===== src/rtl/expmod_result_uart_tx.sv =====
// expmod_result_uart_tx
// Buffers exponent_modulus result words in a small FIFO and streams them to
// uart_transmit one byte at a time, MSB first, over the data_byte/trigger/busy
// handshake.
// Optional build macro RESULT_HEX_ASCII_EN: each word is sent as uppercase
// ASCII hex characters followed by CR LF instead of raw binary bytes.
module expmod_result_uart_tx #(
  parameter int WIDTH      = 16,
  parameter int FIFO_DEPTH = 4
) (
  input  logic                          clk_in,
  input  logic                          rst_in,
  input  logic [WIDTH-1:0]              word_in,
  input  logic                          valid_in,
  input  logic                          uart_busy_in,
  output logic [7:0]                    data_byte_out,
  output logic                          trigger_out,
  output logic [$clog2(FIFO_DEPTH):0]   fifo_count_out,
  output logic                          full_out,
  output logic                          overflow_out,
  output logic                          busy_out
);

  localparam int PTR_W = $clog2(FIFO_DEPTH);
`ifdef RESULT_HEX_ASCII_EN
  localparam int NCHARS = WIDTH / 4 + 2;
`else
  localparam int NBYTES = WIDTH / 8;
  localparam int NCHARS = NBYTES;
`endif
  localparam int CNT_W = (NCHARS > 1) ? $clog2(NCHARS) : 1;
  localparam logic [CNT_W-1:0] LAST_IDX  = CNT_W'(NCHARS - 1);
  localparam logic [PTR_W:0]   DEPTH_CNT = (PTR_W + 1)'(FIFO_DEPTH);

  typedef enum logic [2:0] {
    ST_IDLE,
    ST_LOAD,
    ST_SEND,
    ST_GUARD,
    ST_WAIT
  } state_t;

  logic [WIDTH-1:0] mem [FIFO_DEPTH];
  logic [PTR_W-1:0] wr_ptr;
  logic [PTR_W-1:0] rd_ptr;
  logic [PTR_W:0]   count;
  logic             push;
  logic             pop;

  state_t           state;
  logic [WIDTH-1:0] word_q;
  logic [CNT_W-1:0] byte_cnt;
  logic             guard_q;

  // Character that goes on the wire when the down-counter reads idx.
  // The counter starts at NCHARS-1, so the highest index is the first
  // character sent and idx 0 is the last.
  function automatic logic [7:0] char_at(input logic [WIDTH-1:0] w,
                                         input logic [CNT_W-1:0] idx);
`ifdef RESULT_HEX_ASCII_EN
    logic [3:0] nib;
    if (idx == CNT_W'(1)) return 8'h0D;
    if (idx == CNT_W'(0)) return 8'h0A;
    nib = 4'(w >> (4 * (int'(idx) - 2)));
    if (nib < 4'd10) return 8'h30 + {4'h0, nib};
    return 8'h37 + {4'h0, nib};
`else
    return 8'(w >> (8 * int'(idx)));
`endif
  endfunction

  // Full is judged on the registered count, so a pop in the same cycle
  // does not make room for a push.
  assign full_out       = (count == DEPTH_CNT);
  assign fifo_count_out = count;
  assign push           = valid_in && !full_out;
  assign pop            = (state == ST_LOAD);
  assign busy_out       = (state != ST_IDLE) || (count != '0);

  // Word storage; contents are don't-care until the pointers say otherwise.
  always_ff @(posedge clk_in) begin
    if (push) mem[wr_ptr] <= word_in;
  end

  // FIFO pointers, occupancy and sticky overflow flag.
  always_ff @(posedge clk_in) begin
    if (!rst_in) begin
      wr_ptr       <= '0;
      rd_ptr       <= '0;
      count        <= '0;
      overflow_out <= 1'b0;
    end else begin
      if (push) wr_ptr <= wr_ptr + 1'b1;
      if (pop)  rd_ptr <= rd_ptr + 1'b1;
      case ({push, pop})
        2'b10:   count <= count + 1'b1;
        2'b01:   count <= count - 1'b1;
        default: count <= count;
      endcase
      if (valid_in && full_out) overflow_out <= 1'b1;
    end
  end

  // Serializer FSM: pop a word, then per character pulse trigger, sit out
  // the UART busy assertion latency, and wait for busy to fall.
  always_ff @(posedge clk_in) begin
    if (!rst_in) begin
      state         <= ST_IDLE;
      word_q        <= '0;
      byte_cnt      <= '0;
      guard_q       <= 1'b0;
      data_byte_out <= 8'h00;
      trigger_out   <= 1'b0;
    end else begin
      trigger_out <= 1'b0;
      case (state)
        ST_IDLE: begin
          if (count != '0) state <= ST_LOAD;
        end
        ST_LOAD: begin
          word_q        <= mem[rd_ptr];
          byte_cnt      <= LAST_IDX;
          data_byte_out <= char_at(mem[rd_ptr], LAST_IDX);
          trigger_out   <= 1'b1;
          state         <= ST_SEND;
        end
        ST_SEND: begin
          guard_q <= 1'b0;
          state   <= ST_GUARD;
        end
        ST_GUARD: begin
          guard_q <= 1'b1;
          if (guard_q) state <= ST_WAIT;
        end
        ST_WAIT: begin
          if (!uart_busy_in) begin
            if (byte_cnt == '0) begin
              state <= ST_IDLE;
            end else begin
              byte_cnt      <= byte_cnt - 1'b1;
              data_byte_out <= char_at(word_q, byte_cnt - 1'b1);
              trigger_out   <= 1'b1;
              state         <= ST_SEND;
            end
          end
        end
        default: state <= ST_IDLE;
      endcase
    end
  end

endmodule


===== config.mk =====
export PLATFORM = sky130hd
export DESIGN_NAME = expmod_result_uart_tx
export DESIGN_NICKNAME = d
export VERILOG_FILES = /design/src/rtl/expmod_result_uart_tx.sv
export SDC_FILE = /design/constraint.sdc
export NUM_CORES = 1
export LEC_CHECK = 0
export BUFFER_PORTS_ARGS = -buffer_cell sky130_fd_sc_hd__buf_2
export CAP_MARGIN = 30
export CORE_UTILIZATION = 50
export CTS_BUF_LIST = sky130_fd_sc_hd__clkbuf_4
export DETAILED_ROUTE_END_ITERATION = 10
export HOLD_SLACK_MARGIN = 0.1
export PLACE_DENSITY = 0.65
export SLEW_MARGIN = 10
export SYNTH_ARGS = -nofsm -noshare
export SYNTH_HDL_FRONTEND = slang
export SYNTH_SLANG_ARGS = --single-unit

===== constraint.sdc =====
create_clock -name clk_in -period 5 [get_ports clk_in]
set_clock_uncertainty 0.15 [all_clocks]
set_input_delay 0.25 -clock clk_in [delete_from_list [all_inputs] [get_ports clk_in]]
set_output_delay 0.25 -clock clk_in [all_outputs]
set_load 0.02 [all_outputs]

# After elaboration in Yosys (flattened, before gate mapping)
# Memory sizes are Yosys's and may differ from the RTL's. A register that Yosys moved wholly into a read port is not among the register bits.
# Index checks and enable logic that the tools add are counted.
[word_totals] ff_bits=38 ramBits=64 in_bits=20 memories=1
[classes] add_sub_neg=5 eq_ne=11 shift=1 mux=20 n_reduce_logical=13
[mem_list] name="mem" depth=4 word_bits=16 read_ports=1 rd_clocked_by_memory_dff=1 write_ports=1 line="43" source="logic [WIDTH-1:0] mem [FIFO_DEPTH];"
[op_table] op="$mux W8" n=2
[op_table] op="$pmux W8 S2" n=1
[op_table] op="$shr A16 B4 Y8" n=1
[op_table] op="$pmux W3 S5" n=1
[op_table] op="$mux W3" n=3
[op_table] op="$ne A2 B2 Y1 const B" n=4
[op_table] op="$eq A3 B2 Y1 const B" n=2
[op_table] op="$eq A3 B3 Y1 const B" n=2
[op_table] op="$mux W1" n=6
[op_table] op="$mux W2" n=3
[op_table] op="$pmux W1 S2" n=3
[op_table] op="$pmux W3 S2" n=1
[op_table] op="$reduce_and A3 Y1" n=2
[op_table] op="$reduce_bool A2 Y1" n=3
[op_table] op="$reduce_bool A3 Y1" n=2
[op_table] op="$add A2 B1 Y2 const B" n=2
[op_table] op="$add A3 B1 Y3 const B" n=1
[op_table] op="$eq A3 B1 Y1 const B" n=1
[op_table] op="$logic_not A3 Y1" n=1
[op_table] op="$sub A3 B1 Y3 const B" n=1
[op_table] op="$eq A2 B1 Y1 const B" n=1
[op_table] op="$eq A2 B2 Y1 const B" n=1
[op_table] op="$logic_and A1 B1 Y1" n=2
[op_table] op="$reduce_and A2 Y1" n=1
[op_table] op="other kinds (3)" n=3

# Longest topological paths before layout
[logic_depth] word_depth=5 mapped_depth=10 depth_no_buf=8

# Least setup slack after synthesis
# No wires, ideal clock.
[synth_timing] path_type="register -> register" startpoint="register count[0] (netlist: fifo_count_out[0])" endpoint="register count[2] (netlist: fifo_count_out[2])" setup_ns=0.076 t_arrival_ns=2.218 required_time_ns=4.774 path_slack_ns=2.557 path_stages_with_launch=9 n_path_buf=0 synth_period_minus_slack_ns=2.443 path_cell_list="dfxtp_1 nor2_1 a21boi_1 inv_1 ha_1 fa_1 xnor2_1 or3_1 a21boi_0"
[synth_via] elab_chain_cells=5 elab_cells_between_ends=9 classes_between="2 x add/sub; 3 x eq/ne; 1 x mux; 3 x reduce/logical"
[synth_rtl] item="start: declaration" line="46" source="logic [PTR_W:0] count;"
[synth_rtl] item="start signal: assignment" line="96" source="2'b10: count <= count + 1'b1;"
[synth_rtl] item="start signal: assignment" line="97" source="2'b01: count <= count - 1'b1;"
[synth_rtl] item="start signal: assignment" line="98" source="default: count <= count;"
[synth_rtl] item="$eq A3 B3 Y1" line="74" source="assign full_out = (count == DEPTH_CNT);"
[synth_rtl] item="$logic_not A1 Y1" line="76" source="assign push = valid_in && !full_out;"
[synth_rtl] item="$logic_and A1 B1 Y1" line="76"
[synth_rtl] item="$eq A2 B1 Y1 or $eq A2 B2 Y1 (tied branches)" line="95" source="case ({push, pop})"
[synth_rtl] item="$pmux W3 S2 or $reduce_bool A2 Y1 (tied branches)"
# Parallel ways exist; a longest one is shown, timed or not.
# A chain may end at the register's enable or synchronous reset.

# Worst setup path after layout
[layout_timing] startpoint="register state[2]" endpoint="register count[2] (netlist: fifo_count_out[2])"
[layout_via] elab_chain_cells=3 elab_cells_between_ends=5 classes_between="3 x eq/ne; 1 x mux; 1 x reduce/logical"
[layout_rtl] item="start: declaration" line="50" source="state_t state;"
[layout_rtl] item="start signal: assignment" line="108" source="state <= ST_IDLE;"
[layout_rtl] item="start signal: assignment" line="118" source="if (count != '0) state <= ST_LOAD;"
[layout_rtl] item="start signal: assignment" line="125" source="state <= ST_SEND;"
[layout_rtl] item="$eq A3 B1 Y1 (*)" line="77" source="assign pop = (state == ST_LOAD);"
[layout_rtl] item="$eq A2 B1 Y1 or $eq A2 B2 Y1 (tied branches)" line="95"
[layout_rtl] item="$pmux W3 S2 or $reduce_bool A2 Y1 (tied branches)"
# Every way passes the cells marked *; elsewhere a longest branch is shown, timed or not.

==> impl_metrics.prom <==
# TYPE chip_impl_metric gauge
chip_impl_info{name="setup_repair_after_global_routing_missed_its_margin",value="false"} 1
chip_impl_metric{name="p_sw",unit="uW"} 736
chip_impl_info{name="clock_tree_from_tritoncts",value="built"} 1
chip_impl_metric{name="finalCoreUtilization",unit=""} 0.595
chip_impl_metric{name="setup_violations",unit=""} 0
chip_impl_metric{name="wl_per_cell",unit="um"} 15.6
chip_impl_metric{name="vias",unit=""} 2283
chip_impl_metric{name="timing.final.max_slew_violations",unit=""} 0
chip_impl_metric{name="die_area",unit="um2"} 8660
chip_impl_metric{name="die-height",unit="um"} 93.0
chip_impl_metric{name="clock_insertion_delay_worst_skew",unit="ns"} 0.46
chip_impl_metric{name="max_slew.worst_pin.slew",unit="ns"} 0.856
chip_impl_metric{name="synth-edff-count",unit=""} 64
chip_impl_metric{name="timing.final.hold_violations",unit=""} 0
chip_impl_metric{name="cellLeakagePower",unit="uW"} 0.00164
chip_impl_metric{name="max_freq",unit="MHz"} 339
chip_impl_info{name="netlist.top_cell.by_area",value="sky130_fd_sc_hd__edfxtp_1"} 1
chip_impl_metric{name="clkPwrFrac",unit=""} 0.195
chip_impl_metric{name="core_area",unit="um2"} 7890
chip_impl_metric{name="postSynthNetCount",unit=""} 308
chip_impl_metric{name="switching_power_share_of_the_total",unit=""} 0.327
chip_impl_info{name="cts_root_buffer",value="sky130_fd_sc_hd__clkbuf_4"} 1
chip_impl_metric{name="seq_power_share",unit=""} 0.521
chip_impl_metric{name="avg_cell_area_syn",unit="um2"} 14.7
chip_impl_metric{name="worst-path-max-fanout",unit=""} 19
chip_impl_metric{name="tritoncts_num_sinks",unit=""} 104
chip_impl_metric{name="num_io_pins",unit=""} 35
chip_impl_metric{name="grt_pass1_wl",unit="um"} 11500
chip_impl_metric{name="drtIter0Drc",unit=""} 95
chip_impl_info{name="timing.setup.critical_path_class",value="reg -> reg"} 1
chip_impl_metric{name="starting_density_of_the_core",unit=""} 0.525
chip_impl_metric{name="fin_setup_tns",unit="ns"} 0
chip_impl_info{name="dominantRegCellSynth",value="sky130_fd_sc_hd__edfxtp_1"} 1
chip_impl_metric{name="clkTransAtPathRegs",unit="ns"} 0.15
chip_impl_metric{name="std_cell_rows",unit=""} 32
chip_impl_metric{name="global_route.overflow_total",unit=""} 0
chip_impl_metric{name="cts-htree-levels",unit=""} 3
chip_impl_metric{name="required",unit="ns"} 5.24
chip_impl_metric{name="synth_seq_cells",unit=""} 104
chip_impl_metric{name="area.growth.synth_to_final",unit="%"} 13.3
chip_impl_info{name="setup.worst_path.start_class",value="register"} 1
chip_impl_info{name="outcome",value="completed"} 1
chip_impl_metric{name="crit_arrival",unit="ns"} 3.20
chip_impl_metric{name="grt_max_degree",unit=""} 33
chip_impl_metric{name="insertedDiodeCount",unit=""} 0
chip_impl_metric{name="synth_seq_area_share",unit=""} 0.657
chip_impl_metric{name="io_buffer_count",unit=""} 34
chip_impl_info{name="synthTopCellsByArea",value="sky130_fd_sc_hd__edfxtp_1 46%, sky130_fd_sc_hd__dfxtp_1 19%, sky130_fd_sc_hd__mux4_2 8.7%"} 1
chip_impl_metric{name="final_antenna_net_count",unit=""} 0
chip_impl_info{name="hold_class",value="reg -> reg"} 1
chip_impl_metric{name="antenna_violations_before_repair",unit=""} 0
chip_impl_metric{name="gp_congestion",unit=""} 0.703
chip_impl_metric{name="synth-async-reset-ratio",unit=""} 0
chip_impl_metric{name="drcViolationCount",unit=""} 0
chip_impl_metric{name="synthesis.instances",unit=""} 282
chip_impl_metric{name="drt_pre_antenna_iters",unit=""} 4
chip_impl_metric{name="layout.nets",unit=""} 360
chip_impl_metric{name="timing.final.crit_share",unit=""} 0.591
chip_impl_metric{name="power_density",unit="nW/um2"} 480
chip_impl_metric{name="die_width",unit="um"} 93.0
chip_impl_metric{name="first_global_vias",unit=""} 2210
chip_impl_metric{name="p_int",unit="uW"} 1520
chip_impl_metric{name="timing.slew.headroom",unit=""} 0.429
chip_impl_metric{name="wirelength",unit="um"} 6890
chip_impl_metric{name="post-dp-hpwl",unit="um"} 4370
chip_impl_metric{name="timing.max_cap.violations",unit=""} 0
chip_impl_metric{name="synth_area",unit="um2"} 4140
chip_impl_metric{name="synth_largest_type_area_fraction",unit=""} 0.464
chip_impl_metric{name="cts_inserted_buffers",unit=""} 9
chip_impl_metric{name="vdd_ir_drop_max",unit="mV"} 0.222
chip_impl_metric{name="finalCriticalPeriod",unit="ns"} 2.95
chip_impl_metric{name="layout-drive-gt1-share",unit=""} 0.212
chip_impl_metric{name="final.fill_count",unit=""} 630
chip_impl_metric{name="cts.repair.resized",unit=""} 0
chip_impl_metric{name="power.combinational.fraction",unit=""} 0.284
chip_impl_metric{name="vias_per_cell",unit=""} 5.18
chip_impl_metric{name="post_synth_num_cell_types",unit=""} 36
chip_impl_info{name="endpoint_kind",value="register"} 1
chip_impl_metric{name="yosys_warnings",unit=""} 0
chip_impl_metric{name="globalRouteTotalUtil",unit=""} 0.181
chip_impl_metric{name="cts-root-to-sink-buffers",unit=""} 2
## path summary, 6_finish.rpt
path             start                end  slack [ns]  cells after the start
max           state[2]  fifo_count_out[2]        2.05                      8
min          word_q[0]          word_q[0]        0.32                      2
max reg2reg   state[2]  fifo_count_out[2]        2.05                      8
min reg2reg  word_q[0]          word_q[0]        0.32                      2
## kinds of logic (layout without fill, tap and decap cells)
kind of cell	count (synthesis)	count (layout)	share of synthesized area
AO/OA/AOI/OAI	43	43	0.0758
multiplexers	27	27	0.114
XOR/XNOR	6	6	0.0127
buffers and inverters	21	78	0.0329
adder cells (fa/ha/maj)	6	6	0.0199
AND/OR/NAND/NOR	75	75	0.0882
flip-flops	104	104	0.657
## critical path: stages, from the launching register on
cell and delay [ns]:
sky130_fd_sc_hd__dfxtp_1 0.46, sky130_fd_sc_hd__and2b_1 0.25, sky130_fd_sc_hd__nand2b_1 0.53, sky130_fd_sc_hd__inv_4 0.22, sky130_fd_sc_hd__ha_1 0.29, sky130_fd_sc_hd__fa_1 0.38, sky130_fd_sc_hd__xnor2_1 0.14, sky130_fd_sc_hd__or3_1 0.30
sky130_fd_sc_hd__a21boi_0 0.16
## through the flow
step	cell area (um2)	instances	hold WS [ns]	power, uW	worst slack (ns)
after floorplan	4140	282	0.199	1670	2.56
after global placement	4330	404	0.290	1800	2.15
after detailed placement	4350	405	0.296	1830	2.08
after CTS	4690	441	0.326	2280	2.04
after global routing	4690	441	0.339	2390	1.78
final	4690	441	0.324	2250	2.05
## timing repair
action / 4_1_cts / 5_1_grt
setup buffers: 0 / 0
hold endpoints to repair: 80 / 0
hold buffers: 20 / 0
## power groups by stage
stage	combinational [uW]	clock (uW)	sequential, uW
floorplan	495	0	1180
CTS	648	452	1180
global placement	598	0	1210
detailed placement	632	0	1200
finish	641	439	1170
global route	710	480	1200
## cells in the final DEF, fill, tap and decap left out, types with 2 or more instances in the layout
master | netlist | layout
sky130_fd_sc_hd__edfxtp_1 | 64 | 64
sky130_fd_sc_hd__dfxtp_1 | 40 | 40
sky130_fd_sc_hd__nand2_1 | 36 | 36
sky130_fd_sc_hd__buf_2 | 4 | 34
sky130_fd_sc_hd__dlygate4sd3_1 | 0 | 20
sky130_fd_sc_hd__a21boi_0 | 18 | 18
sky130_fd_sc_hd__mux4_2 | 16 | 16
sky130_fd_sc_hd__and2_1 | 11 | 11
sky130_fd_sc_hd__mux2i_1 | 11 | 11
sky130_fd_sc_hd__nor2_1 | 10 | 10
sky130_fd_sc_hd__a21oi_1 | 10 | 10
sky130_fd_sc_hd__clkbuf_4 | 0 | 9
sky130_fd_sc_hd__o2bb2ai_1 | 8 | 8
sky130_fd_sc_hd__inv_1 | 6 | 6
sky130_fd_sc_hd__nor2b_1 | 6 | 6
sky130_fd_sc_hd__xnor2_1 | 5 | 5
sky130_fd_sc_hd__ha_1 | 5 | 5
sky130_fd_sc_hd__nand3_1 | 3 | 3
sky130_fd_sc_hd__inv_6 | 0 | 3
sky130_fd_sc_hd__and2b_1 | 2 | 2
sky130_fd_sc_hd__a21boi_1 | 2 | 2
sky130_fd_sc_hd__o21ai_0 | 2 | 2
## cells in the mapped netlist, drive strengths merged (2+ instances only)
cell type and count:
a21boi 20, a21oi 11, and2 11, and2b 2
buf 10, clkbuf 4, dfxtp 40, edfxtp 64
ha 5, inv 7, mux2i 11, mux4 16
nand2 36, nand3 3, nor2 11, nor2b 6
o21ai 2, o2bb2ai 9, xnor2 5
## routing by layer
| layer | wire length [um] | part of all wire | GRT usage |
|---|---|---|---|
| met4 | 84 | 0.012 | 0.0538 |
| met1 | 3410 | 0.50 | 0.248 |
| met5 | 0 | 0 | 0 |
| met3 | 237 | 0.034 | 0.0585 |
| met2 | 3150 | 0.46 | 0.277 |
## registers in the layout, indices dropped and copies added, names as in the netlist, named ones only
| signal | cells |
|---|---|
| mem | 64 |
| word_q | 16 |
| data_byte_out | 8 |
| fifo_count_out | 3 |
| state | 3 |
| rd_ptr | 2 |
| wr_ptr | 2 |
| byte_cnt | 1 |
| guard_q | 1 |
| overflow_out | 1 |
| trigger_out | 1 |
## final cells by class
type                       instances  area [um2]  share of cell area
clock inverter                     7        77.6              0.0165
inverter                           7        28.8             0.00613
tap                              102         128              0.0272
sequential                       104        2720               0.580
multi-input combinational        157        1280               0.274
timing repair buffer              55         385              0.0821
clock buffer                       9        67.6              0.0144
(Power assumes the default switching activity.)
